## config.mk

```make
export PLATFORM = sky130hd
export DESIGN_NAME = iir_sos_tdm
export DESIGN_NICKNAME = d
export VERILOG_FILES = /design/src/rtl/iir_sos_tdm.sv
export SDC_FILE = /design/constraint.sdc
export NUM_CORES = 2
export LEC_CHECK = 0
export CORE_MARGIN = 3
export CORE_UTILIZATION = 65
export DETAILED_ROUTE_END_ITERATION = 12
export PLACE_DENSITY_LB_ADDON = 0.12
export RECOVER_POWER = 25
export SETUP_SLACK_MARGIN = 0.4
export SLEW_MARGIN = 30
export SYNTH_ARGS = -nofsm -noshare
export SYNTH_HDL_FRONTEND = slang
export SYNTH_SLANG_ARGS = --single-unit
```

## constraint.sdc

```tcl
create_clock -name clk -period 42.2 [get_ports clk]
set_input_delay 6.33 -clock clk [delete_from_list [all_inputs] [get_ports clk]]
set_output_delay 6.33 -clock clk [all_outputs]
set_load 0.1 [all_outputs]
```

## src/rtl/iir_sos_tdm.sv

```systemverilog
// Purpose : cascade of NSEC biquad sections, time-multiplexed onto one signed multiplier.
// Latency : out_valid rises 5*NSEC+1 cycles after a sample is accepted; one sample per 5*NSEC+2 cycles.
// Backpressure: in_ready is high only while idle; the sample must be held until in_valid && in_ready.
//
// Ports:
//   clk, rst (async, active-low)    clock and reset
//   clear                           synchronous flush of delay states, aborts a running sample
//   in_valid / in_ready / x         input sample handshake
//   out_valid / y / ovf             one-cycle result pulse; y held between pulses, ovf = saturation seen
//   coef_we / coef_addr / coef_wdata coefficient write port, index = section*5 + {b0,b1,b2,a1,a2}
//   coef_err                        one-cycle pulse when a write was dropped
module iir_sos_tdm #(
  parameter int DATA_W = 32,
  parameter int COEF_W = 32,
  parameter int FRAC   = 20,
  parameter int NSEC   = 3
) (
  input  logic              clk,
  input  logic              rst,
  input  logic              clear,
  input  logic              in_valid,
  output logic              in_ready,
  input  logic [DATA_W-1:0] x,
  output logic              out_valid,
  output logic [DATA_W-1:0] y,
  output logic              ovf,
  input  logic              coef_we,
  input  logic [7:0]        coef_addr,
  input  logic [COEF_W-1:0] coef_wdata,
  output logic              coef_err
);

  localparam int NCOEF = 5 * NSEC;
  localparam int IDX_W = $clog2(NCOEF);
  localparam int SEC_W = (NSEC > 1) ? $clog2(NSEC) : 1;
  localparam int PW    = DATA_W + COEF_W;
  localparam int ACC_W = PW + 4;

  localparam logic signed [ACC_W-1:0] HALF = ACC_W'(1) << (FRAC - 1);
  localparam logic signed [ACC_W-1:0] MAXV = {{(ACC_W-DATA_W+1){1'b0}}, {(DATA_W-1){1'b1}}};
  localparam logic signed [ACC_W-1:0] MINV = {{(ACC_W-DATA_W+1){1'b1}}, {(DATA_W-1){1'b0}}};

  typedef enum logic [1:0] {IDLE, CALC, OUT} state_t;

  state_t                    state_q, state_d;
  logic [SEC_W-1:0]          sec_q;
  logic [2:0]                k_q;
  logic [IDX_W-1:0]          cidx_q;
  logic signed [COEF_W-1:0]  coef_q [NCOEF];
  logic signed [DATA_W-1:0]  z1b_q [NSEC];
  logic signed [DATA_W-1:0]  z2b_q [NSEC];
  logic signed [DATA_W-1:0]  z1a_q [NSEC];
  logic signed [DATA_W-1:0]  z2a_q [NSEC];
  logic signed [DATA_W-1:0]  w_q;
  logic [DATA_W-1:0]         y_q;
  logic signed [ACC_W-1:0]   acc_q;
  logic                      flag_q, out_valid_q, ovf_q, coef_err_q;

  logic                      accept, coef_ok, sec_end, last_sec, sat_hi, sat_lo;
  logic signed [DATA_W-1:0]  data_op, r;
  logic signed [COEF_W-1:0]  coef_op;
  logic signed [PW-1:0]      prod;
  logic signed [ACC_W-1:0]   prod_ext, acc_sum, rnd;

  // ---------------- FSM: state register ----------------
  always_ff @(posedge clk or negedge rst) begin
    if (!rst) state_q <= IDLE;
    else      state_q <= state_d;
  end

  // ---------------- FSM: next state ----------------
  always_comb begin
    state_d = state_q;
    if (clear) begin
      state_d = IDLE;
    end else begin
      case (state_q)
        IDLE:    if (in_valid) state_d = CALC;
        CALC:    if (sec_end && last_sec) state_d = OUT;
        OUT:     state_d = IDLE;
        default: state_d = IDLE;
      endcase
    end
  end

  // ---------------- FSM: outputs / qualifiers ----------------
  always_comb begin
    // rst gates in_ready so nothing is offered while reset is held
    in_ready = rst && (state_q == IDLE);
    accept   = in_valid && in_ready && !clear;
    coef_ok  = coef_we && (state_q == IDLE) && (coef_addr < 8'(NCOEF));
    sec_end  = (k_q == 3'd4);
    last_sec = (sec_q == SEC_W'(NSEC - 1));
  end

  // ---------------- shared MAC datapath ----------------
  always_comb begin
    case (k_q)
      3'd1:    data_op = z1b_q[sec_q];
      3'd2:    data_op = z2b_q[sec_q];
      3'd3:    data_op = z1a_q[sec_q];
      3'd4:    data_op = z2a_q[sec_q];
      default: data_op = w_q;
    endcase
    coef_op  = coef_q[cidx_q];
    prod     = PW'(data_op) * PW'(coef_op);
    prod_ext = {{4{prod[PW-1]}}, prod};
    // feed-forward terms add, feedback terms subtract
    acc_sum  = (k_q < 3'd3) ? (acc_q + prod_ext) : (acc_q - prod_ext);
    rnd      = (acc_sum + HALF) >>> FRAC;
    sat_hi   = (rnd > MAXV);
    sat_lo   = (rnd < MINV);
    if (sat_hi)      r = {1'b0, {(DATA_W-1){1'b1}}};
    else if (sat_lo) r = {1'b1, {(DATA_W-1){1'b0}}};
    else             r = rnd[DATA_W-1:0];
  end

  // ---------------- datapath registers ----------------
  always_ff @(posedge clk or negedge rst) begin
    if (!rst) begin
      sec_q       <= '0;
      k_q         <= '0;
      cidx_q      <= '0;
      w_q         <= '0;
      y_q         <= '0;
      acc_q       <= '0;
      flag_q      <= 1'b0;
      out_valid_q <= 1'b0;
      ovf_q       <= 1'b0;
      coef_err_q  <= 1'b0;
      for (int i = 0; i < NCOEF; i++)
        coef_q[i] <= (i % 5 == 0) ? COEF_W'(1) << FRAC : '0;
      for (int s = 0; s < NSEC; s++) begin
        z1b_q[s] <= '0;
        z2b_q[s] <= '0;
        z1a_q[s] <= '0;
        z2a_q[s] <= '0;
      end
    end else begin
      out_valid_q <= 1'b0;
      ovf_q       <= 1'b0;
      coef_err_q  <= coef_we && !coef_ok;
      if (coef_ok) coef_q[coef_addr[IDX_W-1:0]] <= coef_wdata;

      if (clear) begin
        acc_q  <= '0;
        flag_q <= 1'b0;
        for (int s = 0; s < NSEC; s++) begin
          z1b_q[s] <= '0;
          z2b_q[s] <= '0;
          z1a_q[s] <= '0;
          z2a_q[s] <= '0;
        end
      end else begin
        case (state_q)
          IDLE: if (accept) begin
            w_q    <= x;
            sec_q  <= '0;
            k_q    <= '0;
            cidx_q <= '0;
            acc_q  <= '0;
            flag_q <= 1'b0;
          end
          CALC: begin
            cidx_q <= cidx_q + IDX_W'(1);
            if (sec_end) begin
              // r is this section's output and the next section's input
              z2b_q[sec_q] <= z1b_q[sec_q];
              z1b_q[sec_q] <= w_q;
              z2a_q[sec_q] <= z1a_q[sec_q];
              z1a_q[sec_q] <= r;
              w_q          <= r;
              acc_q        <= '0;
              k_q          <= '0;
              sec_q        <= sec_q + SEC_W'(1);
              flag_q       <= flag_q | sat_hi | sat_lo;
            end else begin
              acc_q <= acc_sum;
              k_q   <= k_q + 3'd1;
            end
          end
          OUT: begin
            y_q         <= w_q;
            out_valid_q <= 1'b1;
            ovf_q       <= flag_q;
          end
          default: ;
        endcase
      end
    end
  end

  assign out_valid = out_valid_q;
  assign y         = y_q;
  assign ovf       = ovf_q;
  assign coef_err  = coef_err_q;

endmodule

```

=== Word-level counts from Yosys, hierarchy flattened ===
Cells that the tools add are included.

* Output and inout port bits: 36
* Logic and storage cells: 163
* Bits of input ports: 77
* Bits in registers: 1011

* Order comparisons: 9
* Equal/unequal tests: 13
* Bitwise operators: 6
* Muxes and demuxes: 67
* $add $sub $neg: 6
* Reductions and logical operators: 23
* $mul: 1

{| class="wikitable"
|+ Operator list
! kind !! count
|-
| two-way mux 96 bit || 12
|-
| two-way mux 32 bit || 16
|-
| bitwise mux 480 bit || 1
|-
| bitwise mux 96 bit || 4
|-
| two-way mux 68 bit || 4
|-
| binary-select mux 32 bit (select 2 bit) || 4
|-
| one-hot mux 68 bit (2 select lines) || 1
|-
| binary-select mux 32 bit (select 4 bit) || 1
|-
| demux 32 bit (select 4 bit) || 1
|-
| one-hot mux 32 bit (4 select lines) || 1
|-
| adder 68 x 21 -> 68 bit (second input constant) || 1
|-
| adder 68 x 64 -> 68 bit || 1
|-
| subtractor 68 x 64 -> 68 bit || 1
|-
| demux 32 bit (select 2 bit) || 1
|-
| multiplier 32 x 32 -> 64 bit || 1
|-
| one-hot mux 32 bit (2 select lines) || 1
|-
| > comparator 48 x 32 -> 1 bit (second input constant) || 1
|-
| less-than comparator 48 x 32 -> 1 bit (second input constant) || 1
|-
| != test 3 bit (second input constant) || 4
|-
| >= comparator 5 bit (second input constant) || 2
|-
| two-way mux 2 bit || 5
|-
| inverter 4 -> 5 bit || 2
|-
| logical AND 1 bit || 9
|-
| less-than comparator 8 x 4 -> 1 bit (second input constant) || 1
|-
| other kinds (30) || 49
|}

=== Depth between registers and ports, before layout ===
* Depth in word-level cells: 16
* Mapped depth: 64
* Depth with buffers taken out: 56

=== Worst setup path before layout ===
Ideal clock, no wire load.

* Path kind: register to register
* Start: reg cidx_q[0]
* End: reg z1a_q[18] (netlist name)
* Required time: 42.079 ns
* Period minus slack after synthesis: 15.773 ns
* Library setup time: 0.121 ns
* Arrival time: 15.652 ns
* Buffers on the path: 11
* Stages on the path, launching flop included: 62
* Slack: 26.427 ns
* Path through: dfrtp_1 clkbuf_1 clkbuf_1 buf_1 clkbuf_1 clkbuf_1 buf_1 mux2i_1 o211ai_1 o21ai_0 nand2_1 o21ai_1 clkbuf_1 nor2_1 fa_1 fa_1 fa_1 inv_1 [... 26 more ...] clkbuf_1 nand2_1 o221a_2 o21ai_0 o21ai_0 a311oi_4 and4bb_1 nand4_2 nor4_4 and2_1 buf_2 nand3_1 xor2_1 or4b_1 o31a_1 buf_4 a21o_1 a22o_1

* Word-level cells in the longest chain between the ends: 15
* Elaborated cells on any way between the ends: 17
* Those cells by class: add/sub: 3; mul: 1; order compare: 2; mux: 10; bitwise: 1

{| class="wikitable"
|+ Ends and longest elaborated chain
! element !! RTL line !! source
|-
| start, declared || 48 || <nowiki>logic [IDX_W-1:0] cidx_q;</nowiki>
|-
| start signal, assigned || 165 || <nowiki>cidx_q <= cidx_q + IDX_W'(1);</nowiki>
|-
| inverter 4 -> 5 bit (not written as such) * || 105 || <nowiki>coef_op = coef_q[cidx_q];</nowiki>
|-
| binary-select mux 32 bit (select 4 bit) * || 105 ||
|-
| two-way mux 32 bit (not written as such) * (2 in a row) || 105 ||
|-
| multiplier 32 x 32 -> 64 bit * || 106 || <nowiki>prod = PW'(data_op) * PW'(coef_op);</nowiki>
|-
| subtractor 68 x 64 -> 68 bit or adder 68 x 64 -> 68 bit (tied branches) || 109 || <nowiki>acc_sum = (k_q < 3'd3) ? (acc_q + prod_ext) : (acc_q - prod_ext);</nowiki>
|-
| two-way mux 68 bit * || 109 ||
|-
| adder 68 x 21 -> 68 bit * || 110 || <nowiki>rnd = (acc_sum + HALF) >>> FRAC;</nowiki>
|-
| less-than comparator 48 x 32 -> 1 bit || 112 || <nowiki>sat_lo = (rnd < MINV);</nowiki>
|-
| two-way mux 32 bit || 114 || <nowiki>else if (sat_lo) r = {1'b1, {(DATA_W-1){1'b0}}};</nowiki>
|-
| two-way mux 32 bit * || 113 || <nowiki>if (sat_hi) r = {1'b0, {(DATA_W-1){1'b1}}};</nowiki>
|-
| bitwise mux 96 bit * || 171 || <nowiki>z1a_q[sec_q] <= r;</nowiki>
|-
| two-way mux 96 bit * || 166 || <nowiki>if (sec_end) begin</nowiki>
|-
| two-way mux 96 bit * || 155 || <nowiki>case (state_q)</nowiki>
|-
| two-way mux 96 bit * || 145 || <nowiki>if (clear) begin</nowiki>
|-
| end signal, assigned by index || 171 ||
|-
| end, declared || 52 || <nowiki>logic signed [DATA_W-1:0] z1a_q [NSEC];</nowiki>
|}

Mark *: on every way between the ends. The rest lies on a longest branch, timed or not. The select of a mux whose other input is x is not followed.
A chain may end at the register's enable or synchronous reset.

==> flow_summary.yaml <==
cts:
  cts_inserted_buffers: 106
  insertion_delay_ns: 0.79
  clk_pin_slew_ns: 0.06
  postCtsHoldBufs: 0
  clock_path_buffers: 3
  cts_resized: 0
  cts_tree: "done"
  cts_sinks: 1011
  htree_levels: 3
  root_buffer: "clkbuf_16"
  postCtsSetupBuffers: 0
timing:
  slew_violations: 674
  fmax_mhz: 51.35
  fin_ws_ns: 22.73
  finalCriticalPeriod_ns: 19.47
  tightest_slew_ns: 7.895
  slew_headroom: -4.263
  finalCritPeriodShare: 0.4615
  tns_ns: 0
  hold_viol: 0
  hold_ws_ns: 0.4802
  finClkSkew_ns: 0.1217
  finalSetupViolations: 0
  rsz0062_at_grt: "no"
setup_path:
  cp_slowest_cell: "clkbuf_1"
  required_ns: 43.05
  critPathLaunchType: "input port"
  cp-end-kind: "async pin"
  critical_path.max_fanout: 152
  critPathArrivalTime_ns: 20.33
  worst_path_most_repeated_cell: "clkbuf_1"
  max_stage_delay_ns: 5.81
  r2r_slack_ns: 23.00
  crit_type: "in -> async"
  cp_cell_sequence: "clkbuf_1 -> clkbuf_1 -> clkbuf_1 -> buf_16 -> buf_4 -> buf_12"
power:
  p_leak_nw: 44.72
  max-vdd-ir-drop_uv: 112.5
  clockPowerShare: 0.129
  power.switching_mw: 4.260
  p_seq_frac: 0.151
  p_comb_frac: 0.721
  p_int_mw: 3.184
  powerDensity_nw_per_um2: 78.36
  sw_frac_of_total: 0.5723
die:
  fp.dieW_um: 375.2
  initial_core_util: 0.6590
  dieHeight_um: 375.2
  row_count: 134
  core_area_um2: 134500
  die_area_um2: 140800
  num_io_pins: 113
logic_synthesis:
  syn_area_um2: 88610
  syn-instance-count: 8738
  ys_types: 101
  syn-num-nets: 10160
  yosysTopAreaCellShare: 0.2847
  ys.flop_type: "dfrtp_1"
  synth_warnings: 0
  synth_edf_count: 0
  ys_ff_latch: 1011
  seq_area_frac_synth: 0.2856
  synth.area.top_cells: "dfrtp_1 (28%), fa_1 (24%), mux2_2 (7.0%)"
  syn-mean-instance-area_um2: 10.14
  yosys.area.top_type: "dfrtp_1"
  async_flop_share: 1.000
routing:
  drt_pass1_iterations: 6
  wl_per_cell_um: 26.42
  drt_iter0_markers: 7123
  vias: 68120
  drc: 0
  route.antenna.remaining_nets: 0
  viasPerCell: 6.546
  wirelength_um: 274900
worst_hold_path:
  min_path_type: "reg -> reg"
outcome:
  status: "finished with violations"
  violations: "capacitance limit, slew limit"
cells_and_area:
  fillCellCount: 9973
  nNetsFinal: 9970
  final_cell_mix: "fa_1 (1,082), inv_1 (1,061), dfrtp_1 (1,002)"
  drive_above_1_share: 0.1324
  final_common_cell: "fa_1"
  area_growth_pct: 7.208
global_routing:
  gr-total-overflow: 0
  grt.total_usage: 0.3965
  grt_start_max_net_pins: 181
  grt_pass1_wl_um: 425700
  grt_pass1_vias: 70160
  antenna_found_initial: 11
job:
  cap_violations: 9
placed_design:
  place_congestion: 0.9974
  pre_cts_slack_ns: 23.17
  dp_hpwl_um: 200700
  portBuffers: 112
state kept, by name (all words and copies together), names as in the netlist, 4 cells and up:
name,flops
z1a_q,96
w_q,32
cidx_q,4
y,32
z2a_q,96
coef_q,480
acc_q,68
z2b_q,96
z1b_q,96
logic make-up after synthesis:
kind of cell,count (synthesis),share of synthesized area
XOR/XNOR,197,0.01947
buffers and inverters,1620,0.06916
AO/OA/AOI/OAI,1499,0.1151
multiplexers,862,0.1206
adder cells (fa/ha/maj),1345,0.2817
flip-flops,1011,0.2856
AND/OR/NAND/NOR,2204,0.1085
cell usage after synthesis, drive strengths merged, types with 21 or more instances:
master  instances
a211oi         42
a21o           79
a21oi         304
a221o          30
a22o          332
and2           39
and3           43
buf           108
clkbuf        442
dfrtp        1008
fa           1083
ha            262
inv          1063
mux2          553
mux2i         200
mux4          109
nand2         914
nand2b         67
nand3          73
nand4          57
nor2          766
nor2b          42
nor3           63
nor4           22
o211ai         49
o21a           22
o21ai         420
o22ai          40
o31ai          21
or2            31
xnor2         107
xor2           90
per-stage QoR:
| stage | cells | power [mW] | util | instance area (um2) |
|---|---|---|---|---|
| global placement | 10200 | 6.240 | 0.6788 | 91270 |
| global route | 10400 | 7.823 | 0.7064 | 94980 |
| detailed placement | 10210 | 6.291 | 0.6796 | 91390 |
| CTS | 10400 | 7.281 | 0.7064 | 94990 |
| floorplan | 8738 | 4.457 | - | 88610 |
| finish | 10410 | 7.445 | 0.7065 | 95000 |
layer usage:
layer / global-route usage / up-vias / part of all wire
li1: - / 28610 / -
met3: 0.09437 / 625 / 0.11
met1: 0.5663 / 35200 / 0.40
met5: 0 / - / 0.00017
met2: 0.5958 / 3670 / 0.44
met4: 0.1496 / 8 / 0.044
worst max-delay path, delay by kind of cell:
family	cells	cell delay [ns]
buffers and inverters	6	13.65
power by group through the flow:
stage	clock network, mW	logic, mW	registers, mW
4_1_cts	0.969	5.20	1.12
6_report	0.959	5.36	1.12
3_5_place_dp	0	5.16	1.13
2_1_floorplan	0	3.38	1.08
5_1_grt	1.00	5.70	1.12
3_3_place_gp	0	5.11	1.13
path summary, 6_finish.rpt:
path / start / endpoint / cells after the start
worst max-delay path: rst / z1a_q[83]$_DFFE_PN0P_ / 6
worst min-delay path: z1a_q[32]$_DFFE_PN0P_ / z1a_q[32]$_DFFE_PN0P_ / 2
worst max register to register: cidx_q[0]$_DFFE_PN0P_ / z1a_q[9]$_DFFE_PN0P_ / 49
worst min register to register: z1a_q[32]$_DFFE_PN0P_ / z1a_q[32]$_DFFE_PN0P_ / 2
max in group clk: cidx_q[0]$_DFFE_PN0P_ / z1a_q[9]$_DFFE_PN0P_ / 49
min in group asynchronous: rst / acc_q[60]$_DFFE_PN0P_ / 1
area by class of cell:
class	count	area (um2)	share of cell area
clock buffer	150	3058	0.03219
tap	1768	2212	0.02329
antenna	6	15.01	0.0001580
inverter	1070	4019	0.04230
multi-input combinational	6107	57640	0.6067
timing repair buffer	252	2188	0.02304
clock inverter	42	543.0	0.005716
sequential	1011	25330	0.2666
No activity file was read; power rests on OpenSTA's default activity.
